<file path="src/rtl/lightgun_pkg.sv">
// lightgun_pkg: shared constants and types for the light-gun controller port.
//   - MODE encodings for the port device
//   - pin bit indices within the 7-bit {TH,TR,TL,D3,D2,D1,D0} port word
//   - HL latch-request FSM state type
package lightgun_pkg;

    localparam logic [1:0] ModeNone      = 2'd0;
    localparam logic [1:0] ModeMenacer   = 2'd1;
    localparam logic [1:0] ModeJustifier = 2'd2;
    localparam logic [1:0] ModeNoneAlt   = 2'd3;

    localparam int unsigned PinTh = 6;
    localparam int unsigned PinTr = 5;
    localparam int unsigned PinTl = 4;

    typedef enum logic [1:0] {
        StIdle   = 2'd0,
        StPulse  = 2'd1,
        StLocked = 2'd2
    } hl_state_e;

    // True for the modes that have a gun attached and may request a latch.
    function automatic logic mode_has_gun(input logic [1:0] mode);
        return (mode == ModeMenacer) || (mode == ModeJustifier);
    endfunction

endpackage

</file>
<file path="src/rtl/lightgun_port_if.sv">
// lightgun_port_if: groups the controller-port signals between the console side
// (master: drives device/CPU inputs, reads pins) and the port stage (slave).
//   MODE, SENSOR, BTN, VBLANK, PORT_OUT, PORT_DIR, HL_EN : console -> port
//   PORT_IN, HL, GUN_SEL                                  : port -> console
interface lightgun_port_if;

    logic [1:0] MODE;
    logic [1:0] SENSOR;
    logic [7:0] BTN;
    logic       VBLANK;
    logic [6:0] PORT_OUT;
    logic [6:0] PORT_DIR;
    logic       HL_EN;
    logic [6:0] PORT_IN;
    logic       HL;
    logic       GUN_SEL;

    modport master (
        output MODE, SENSOR, BTN, VBLANK, PORT_OUT, PORT_DIR, HL_EN,
        input  PORT_IN, HL, GUN_SEL
    );

    modport slave (
        input  MODE, SENSOR, BTN, VBLANK, PORT_OUT, PORT_DIR, HL_EN,
        output PORT_IN, HL, GUN_SEL
    );

endinterface

</file>
<file path="src/rtl/lightgun_port_sync_edge.sv">
// sync_edge: multi-flop synchronizer for one asynchronous sensor bit followed by a
// rising-edge detector.
//   CLK, RESET_N : clock, asynchronous active-low reset
//   d_i          : raw asynchronous input
//   level_o      : synchronized level
//   rise_o       : one-cycle pulse on a synchronized 0->1 transition
module sync_edge #(
    parameter int unsigned SYNC_STAGES = 2
) (
    input  logic CLK,
    input  logic RESET_N,
    input  logic d_i,
    output logic level_o,
    output logic rise_o
);

    logic [SYNC_STAGES-1:0] sync_q;
    logic                   prev_q;

    always_ff @(posedge CLK or negedge RESET_N) begin
        if (!RESET_N) begin
            sync_q <= '0;
            prev_q <= 1'b0;
        end else begin
            sync_q <= {sync_q[SYNC_STAGES-2:0], d_i};
            prev_q <= sync_q[SYNC_STAGES-1];
        end
    end

    assign level_o = sync_q[SYNC_STAGES-1];
    assign rise_o  = sync_q[SYNC_STAGES-1] & ~prev_q;

endmodule

</file>
<file path="src/rtl/lightgun_port.sv">
// lightgun_port: controller-port stage for Menacer / Justifier light guns.
//   CLK, RESET_N : clock, asynchronous active-low reset
//   bus (slave)  : MODE, SENSOR, BTN, VBLANK, PORT_OUT, PORT_DIR, HL_EN in;
//                  PORT_IN (registered pin word), HL (active-low latch request),
//                  GUN_SEL (registered selected gun) out
// HL is pulsed low for HL_WIDTH cycles on the first accepted sensor hit per frame;
// further hits are ignored until the next VBLANK rising edge.
module lightgun_port
    import lightgun_pkg::*;
#(
    parameter int unsigned HL_WIDTH    = 4,
    parameter int unsigned SYNC_STAGES = 2
) (
    input logic            CLK,
    input logic            RESET_N,
    lightgun_port_if.slave bus
);

    logic [1:0] sens_level;
    logic [1:0] sens_rise;

    for (genvar g = 0; g < 2; g++) begin : g_gun
        sync_edge #(
            .SYNC_STAGES(SYNC_STAGES)
        ) u_sync_edge (
            .CLK    (CLK),
            .RESET_N(RESET_N),
            .d_i    (bus.SENSOR[g]),
            .level_o(sens_level[g]),
            .rise_o (sens_rise[g])
        );
    end

    // ------------------------------------------------------------------
    // Gun selection and pin mux
    // ------------------------------------------------------------------
    logic       gun_sel_d, gun_sel_q;
    logic [6:0] pins;
    logic [6:0] port_in_d, port_in_q;

    always_comb begin
        gun_sel_d = 1'b0;
        if (bus.MODE == ModeJustifier) begin
            gun_sel_d = bus.PORT_DIR[PinTr] & bus.PORT_OUT[PinTr];
        end

        pins = 7'h7F;
        case (bus.MODE)
            ModeMenacer: begin
                pins = {~sens_level[0], 1'b1, 1'b1, ~bus.BTN[3:0]};
            end
            ModeJustifier: begin
                pins = {~sens_level[gun_sel_d], 1'b1, 1'b1,
                        gun_sel_d ? ~bus.BTN[7:4] : ~bus.BTN[3:0]};
            end
            default: pins = 7'h7F;
        endcase

        // Console-driven pins read back the CPU's own output value.
        port_in_d = (bus.PORT_DIR & bus.PORT_OUT) | (~bus.PORT_DIR & pins);
    end

    // ------------------------------------------------------------------
    // Change / edge detection feeding the HL FSM
    // ------------------------------------------------------------------
    logic       vblank_q;
    logic [1:0] mode_q;
    logic       mode_vld_q;
    logic       vblank_rise;
    logic       mode_chg;
    logic       gun_chg;
    logic       accept;

    assign vblank_rise = bus.VBLANK & ~vblank_q;
    // The first cycle after reset only captures MODE; it is not a change.
    assign mode_chg    = mode_vld_q & (bus.MODE != mode_q);
    assign gun_chg     = gun_sel_d != gun_sel_q;
    assign accept      = sens_rise[gun_sel_q] & mode_has_gun(bus.MODE) & bus.HL_EN &
                         ~bus.PORT_DIR[PinTh];

    // ------------------------------------------------------------------
    // HL FSM
    // ------------------------------------------------------------------
    hl_state_e  state_d, state_q;
    logic [3:0] cnt_d, cnt_q;
    logic       vb_seen_d, vb_seen_q;
    logic       hl_d, hl_q;

    always_comb begin
        state_d   = state_q;
        cnt_d     = cnt_q;
        vb_seen_d = vb_seen_q;

        if (mode_chg || gun_chg) begin
            // Device or gun swapped: lock out until the next frame.
            state_d   = StLocked;
            vb_seen_d = 1'b0;
        end else begin
            unique case (state_q)
                StIdle: begin
                    if (accept) begin
                        state_d   = StPulse;
                        cnt_d     = 4'd0;
                        vb_seen_d = 1'b0;
                    end
                end
                StPulse: begin
                    if (!bus.HL_EN) begin
                        state_d = StLocked;
                    end else if (cnt_q == 4'(HL_WIDTH - 1)) begin
                        // A frame boundary during the pulse re-arms the latch.
                        state_d = (vb_seen_q || vblank_rise) ? StIdle : StLocked;
                    end else begin
                        cnt_d     = cnt_q + 4'd1;
                        vb_seen_d = vb_seen_q | vblank_rise;
                    end
                end
                StLocked: begin
                    // VBLANK re-arms first, so a coincident hit is still taken.
                    if (vblank_rise) begin
                        state_d   = accept ? StPulse : StIdle;
                        cnt_d     = 4'd0;
                        vb_seen_d = 1'b0;
                    end
                end
                default: state_d = StIdle;
            endcase
        end

        hl_d = (state_d != StPulse);
    end

    always_ff @(posedge CLK or negedge RESET_N) begin
        if (!RESET_N) begin
            state_q    <= StIdle;
            cnt_q      <= 4'd0;
            vb_seen_q  <= 1'b0;
            hl_q       <= 1'b1;
            vblank_q   <= 1'b0;
            mode_q     <= ModeNone;
            mode_vld_q <= 1'b0;
            gun_sel_q  <= 1'b0;
            port_in_q  <= 7'h7F;
        end else begin
            state_q    <= state_d;
            cnt_q      <= cnt_d;
            vb_seen_q  <= vb_seen_d;
            hl_q       <= hl_d;
            vblank_q   <= bus.VBLANK;
            mode_q     <= bus.MODE;
            mode_vld_q <= 1'b1;
            gun_sel_q  <= gun_sel_d;
            port_in_q  <= port_in_d;
        end
    end

    assign bus.PORT_IN = port_in_q;
    assign bus.HL      = hl_q;
    assign bus.GUN_SEL = gun_sel_q;

endmodule
</file>
<file path="src/flat_wrapper.sv">
// flat-port wrapper written by rule: the top's interface ports become plain ports
module lightgun_port_flat import lightgun_pkg::*;
#(
    parameter int unsigned HL_WIDTH    = 4,
    parameter int unsigned SYNC_STAGES = 2
)
  (CLK, RESET_N, bus_MODE, bus_SENSOR, bus_BTN, bus_VBLANK, bus_PORT_OUT, bus_PORT_DIR, bus_HL_EN, bus_PORT_IN, bus_HL, bus_GUN_SEL);
  lightgun_port_if bus_i ();
  input logic CLK;
  input logic RESET_N;
  input wire logic [$bits(bus_i.MODE)-1:0] bus_MODE;
  input wire logic [$bits(bus_i.SENSOR)-1:0] bus_SENSOR;
  input wire logic [$bits(bus_i.BTN)-1:0] bus_BTN;
  input wire logic [$bits(bus_i.VBLANK)-1:0] bus_VBLANK;
  input wire logic [$bits(bus_i.PORT_OUT)-1:0] bus_PORT_OUT;
  input wire logic [$bits(bus_i.PORT_DIR)-1:0] bus_PORT_DIR;
  input wire logic [$bits(bus_i.HL_EN)-1:0] bus_HL_EN;
  output wire logic [$bits(bus_i.PORT_IN)-1:0] bus_PORT_IN;
  output wire logic [$bits(bus_i.HL)-1:0] bus_HL;
  output wire logic [$bits(bus_i.GUN_SEL)-1:0] bus_GUN_SEL;
  assign bus_i.MODE = bus_MODE;
  assign bus_i.SENSOR = bus_SENSOR;
  assign bus_i.BTN = bus_BTN;
  assign bus_i.VBLANK = bus_VBLANK;
  assign bus_i.PORT_OUT = bus_PORT_OUT;
  assign bus_i.PORT_DIR = bus_PORT_DIR;
  assign bus_i.HL_EN = bus_HL_EN;
  assign bus_PORT_IN = bus_i.PORT_IN;
  assign bus_HL = bus_i.HL;
  assign bus_GUN_SEL = bus_i.GUN_SEL;
  lightgun_port #(.HL_WIDTH(HL_WIDTH), .SYNC_STAGES(SYNC_STAGES)) u_core (.CLK(CLK), .RESET_N(RESET_N), .bus(bus_i));
endmodule
</file>
<file path="config.mk">
export PLATFORM = sky130hd
export DESIGN_NAME = lightgun_port_flat
export DESIGN_NICKNAME = d
export VERILOG_FILES = /design/src/rtl/lightgun_pkg.sv /design/src/rtl/lightgun_port_if.sv /design/src/rtl/lightgun_port_sync_edge.sv /design/src/rtl/lightgun_port.sv /design/src/flat_wrapper.sv
export SDC_FILE = /design/constraint.sdc
export NUM_CORES = 1
export LEC_CHECK = 0
export BUFFER_PORTS_ARGS = -buffer_cell sky130_fd_sc_hd__buf_2
export CAP_MARGIN = 10
export CORE_MARGIN = 2
export CORE_UTILIZATION = 35
export CTS_CLUSTER_SIZE = 12
export DETAILED_ROUTE_END_ITERATION = 16
export HOLD_SLACK_MARGIN = 0.15
export PLACE_DENSITY_LB_ADDON = 0.05
export SLEW_MARGIN = 20
export SYNTH_ARGS = -nofsm -noshare
export SYNTH_HDL_FRONTEND = slang
export SYNTH_SLANG_ARGS = --single-unit
</file>
<file path="constraint.sdc">
create_clock -name CLK -period 2.4 [get_ports CLK]
set_input_delay 0.24 -clock CLK [delete_from_list [all_inputs] [get_ports CLK]]
set_output_delay 0.24 -clock CLK [all_outputs]
set_load 0.01 [all_outputs]
</file>
==> reports/metrics.yaml <==
design.core.area_sq_um: 3390
startpoint_type: "input port"
numClockSinks: 26
h-tree-depth: 1
synth_cell_type_count: 36
die_w_microns: 63.9
drv_slew: 0
setup-violations-final: 0
status: "finished clean"
maxCapViolations: 0
critPathArrivalTime_ns: 2.48
ys_seq_elements: 26
finalHoldViolations: 0
wl_per_cell_microns: 11.7
vias_per_cell: 4.66
relSlewSlack_pct: 62.2
rsz0062_at_grt: "false"
end_kind: "register"
clock_power_share_pct: 24.1
r2r_cells: 5
ir_worst_vdd_mv: 0.193
dr.pass1.iters: 4
vias: 1053
clk_latency_ns: 0.32
wirelength_microns: 2640
portBuffers: 38
fmax_mhz: 446
fin_crit_ns: 2.24
worst_pin_slew_ns: 0.567
ys.flop_type: "dfrtp_1"
swShare_pct: 27.6
fp.dieH_microns: 63.9
die-area_sq_um: 4080
fill_cells: 313
ff2ff_setup_slack_ns: 0.23
fin_cells: 226
rows: 21
syn_inst: 116
root_buffer: "clkbuf_4"
r2r-end: "u_core.cnt_q[2]$_DFFE_PN0P_"
nNetsFinal: 218
synth_fp_nets: 153
p_leak_nw: 0.833
required_ns: 2.64
cp_max_fo: 6
clock_skew_ns: 0.0103
grt_max_degree: 27
grt_pass1_wl_microns: 4730
clk_pin_slew_worst_paths_ns: 0.15
area_growth_pct: 40.1
hold_start: "bus_PORT_DIR[6]"
crit_buf_inv: 3
cpPeakStageDelay_ns: 0.53
synth_area_sq_um: 1250
crit_family: "compound AO/OA/AOI/OAI gates"
placedCellCount: 202
cts_tree: "yes"
synthArstFlopShare_pct: 100
setup_tns_ns: 0
whs_endpoint: "u_core.state_q[0]$_DFF_PN0_"
switching_power_mw: 0.258
cts_max_path_buffers: 2
yosysSeqAreaShare_pct: 52.6
power_frac_seq_pct: 52.1
hpwl_microns: 1900
combPwrFrac_pct: 23.8
avgSynthCellArea_sq_um: 10.8
start_util_pct: 37.0
p_int_mw: 0.679
min_path_cells: 4
multiInputGateArea_sq_um: 538
hp-class: "input port to register"
path_cells: "dlygate4sd3_1 > buf_2 > inv_1 > ha_1 > a2111oi_4 > o221ai_2 > o41a_1 > a41o_1"
synth-edff-count: 0
top_level_ports: 39
cp_slowest_cell: "dlygate4sd3_1"
drt_iter0_drc: 27
drtAntennaViolNets: 0
powerDensity_nw_per_um2: 533
layout_worst_path_cycle_share_pct: 93.5
gp_congestion: 0.757
ys_warn_count: 0
layout-drive-gt1-share_pct: 34.4
grt_overflow_total: 0
critical_path_class: "input port to register"
p_total_mw: 0.938
antenna_found_initial: 0
r2r-start: "u_core.bus.GUN_SEL$_DFF_PN0_"
diodes: 0
grt_pass1_vias: 1116
seq_area_sq_um: 661
cts-buffers-inserted: 3
grt_util_all_layers_pct: 14.8
drc_errors: 0
-- tightest hold or removal path, cell delays in order --
cell,delay (ns)
buf_2,0.13
a2111oi_4,0.07
nand2_1,0.07
a211oi_1,0.08
-- per-layer routing --
| layer | part of all wire, % | global-route usage, % | up-vias |
|---|---|---|---|
| li1 | - | - | 527 |
| met1 | 47 | 18.3 | 505 |
| met2 | 48 | 25.5 | 19 |
| met3 | 3.8 | 2.64 | 2 |
| met4 | 0.76 | 5.71 | 0 |
| met5 | 0 | 0 | - |
-- power by group through the flow --
stage | Sequential (mW) | Combinational [mW] | Clock, mW
after floorplan | 0.499 | 0.111 | 0
after global placement | 0.495 | 0.193 | 0
after detailed placement | 0.496 | 0.193 | 0
after CTS | 0.488 | 0.224 | 0.239
after global routing | 0.492 | 0.252 | 0.263
final | 0.488 | 0.223 | 0.226
-- kinds of logic (layout without fill, tap and decap cells) --
group | after synthesis | after routing | share of synthesized area (%)
other | 1 | 1 | 0.299
buffers and inverters | 16 | 80 | 4.79
DFF | 26 | 26 | 52.6
xor gates and xnor gates | 3 | 3 | 2.09
and+or+nand+nor | 37 | 37 | 15.6
AOI/OAI and AO/OA | 23 | 23 | 15.1
muxes | 3 | 3 | 2.59
adders and majority gates | 7 | 7 | 6.98
-- how the worst max path moves through the flow --
stage               depth (start not counted)                          end                          from  slack (ns)
global placement                            7  u_core.cnt_q[2]$_DFFE_PN0P_                   bus_MODE[0]        0.24
detailed placement                          7  u_core.cnt_q[2]$_DFFE_PN0P_                   bus_MODE[0]        0.20
CTS                                         8  u_core.cnt_q[2]$_DFFE_PN0P_                   bus_MODE[0]        0.03
floorplan                                   5  u_core.cnt_q[0]$_DFFE_PN0P_  u_core.bus.GUN_SEL$_DFF_PN0_        0.29
finish                                      8  u_core.cnt_q[2]$_DFFE_PN0P_                   bus_MODE[0]        0.16
global route                                8  u_core.cnt_q[2]$_DFFE_PN0P_                   bus_MODE[0]        0.02
-- cell usage after synthesis (2+ instances only) --
| cell | number | area, sq um |
|---|---|---|
| a21oi_1 | 7 | 35.0 |
| dfrtp_1 | 18 | 450 |
| dfstp_2 | 8 | 210 |
| ha_1 | 7 | 87.6 |
| inv_1 | 16 | 60.1 |
| mux2_2 | 2 | 22.5 |
| nand2_1 | 6 | 22.5 |
| nand2b_1 | 3 | 18.8 |
| nand3_1 | 4 | 20.0 |
| nor2_1 | 12 | 45.0 |
| nor4_1 | 5 | 31.3 |
| o21ai_0 | 2 | 10.0 |
| xor2_1 | 3 | 26.3 |
-- cell usage in the layout (no fill, tap or decap), types with 5 or more instances in the layout --
cell type       n
ha_1            7
dfrtp_1        18
nand2_1         6
a21oi_1         6
nor2_1         12
dlygate4sd3_1  20
buf_2          38
dfstp_2         8
inv_1          16
nor4_1          5
-- registers in the layout, indices dropped and copies added (netlist names) --
signal                           count
u_core.state_q                       2
u_core.vblank_q                      1
u_core.bus.GUN_SEL                   1
u_core.cnt_q                         4
u_core.g_gun.u_sync_edge.prev_q      2
u_core.bus.PORT_IN                   7
u_core.g_gun.u_sync_edge.sync_q      4
u_core.mode_vld_q                    1
u_core.vb_seen_q                     1
u_core.mode_q                        2
u_core.bus.HL                        1
-- per-stage QoR --
stage / worst slack (ns) / hold WS [ns] / utilization, % / instance area, sq um
after CTS: 0.0282 / 0.270 / 51.8 / 1750
after floorplan: 0.286 / -0.0556 / - / 1250
after global routing: 0.0250 / 0.302 / 51.9 / 1760
final: 0.156 / 0.295 / 51.9 / 1760
after detailed placement: 0.201 / 0.279 / 44.8 / 1520
after global placement: 0.244 / 0.276 / 44.8 / 1520
-- cell type report --
| class | count | area share, % |
|---|---|---|
| Tap cell | 46 | 3.27 |
| Clock buffer | 4 | 2.06 |
| Sequential cell | 26 | 37.6 |
| Multi-Input combinational cell | 74 | 30.6 |
| Timing Repair Buffer | 60 | 23.1 |
| Inverter | 16 | 3.42 |
-- repair_timing --
action,in CTS,in global routing
hold buffers,20,0
setup buffers,0,0
hold endpoints to repair,30,0
setup endpoints to repair,0,5
resized for setup,0,1
No activity file was read; power rests on OpenSTA's default activity.
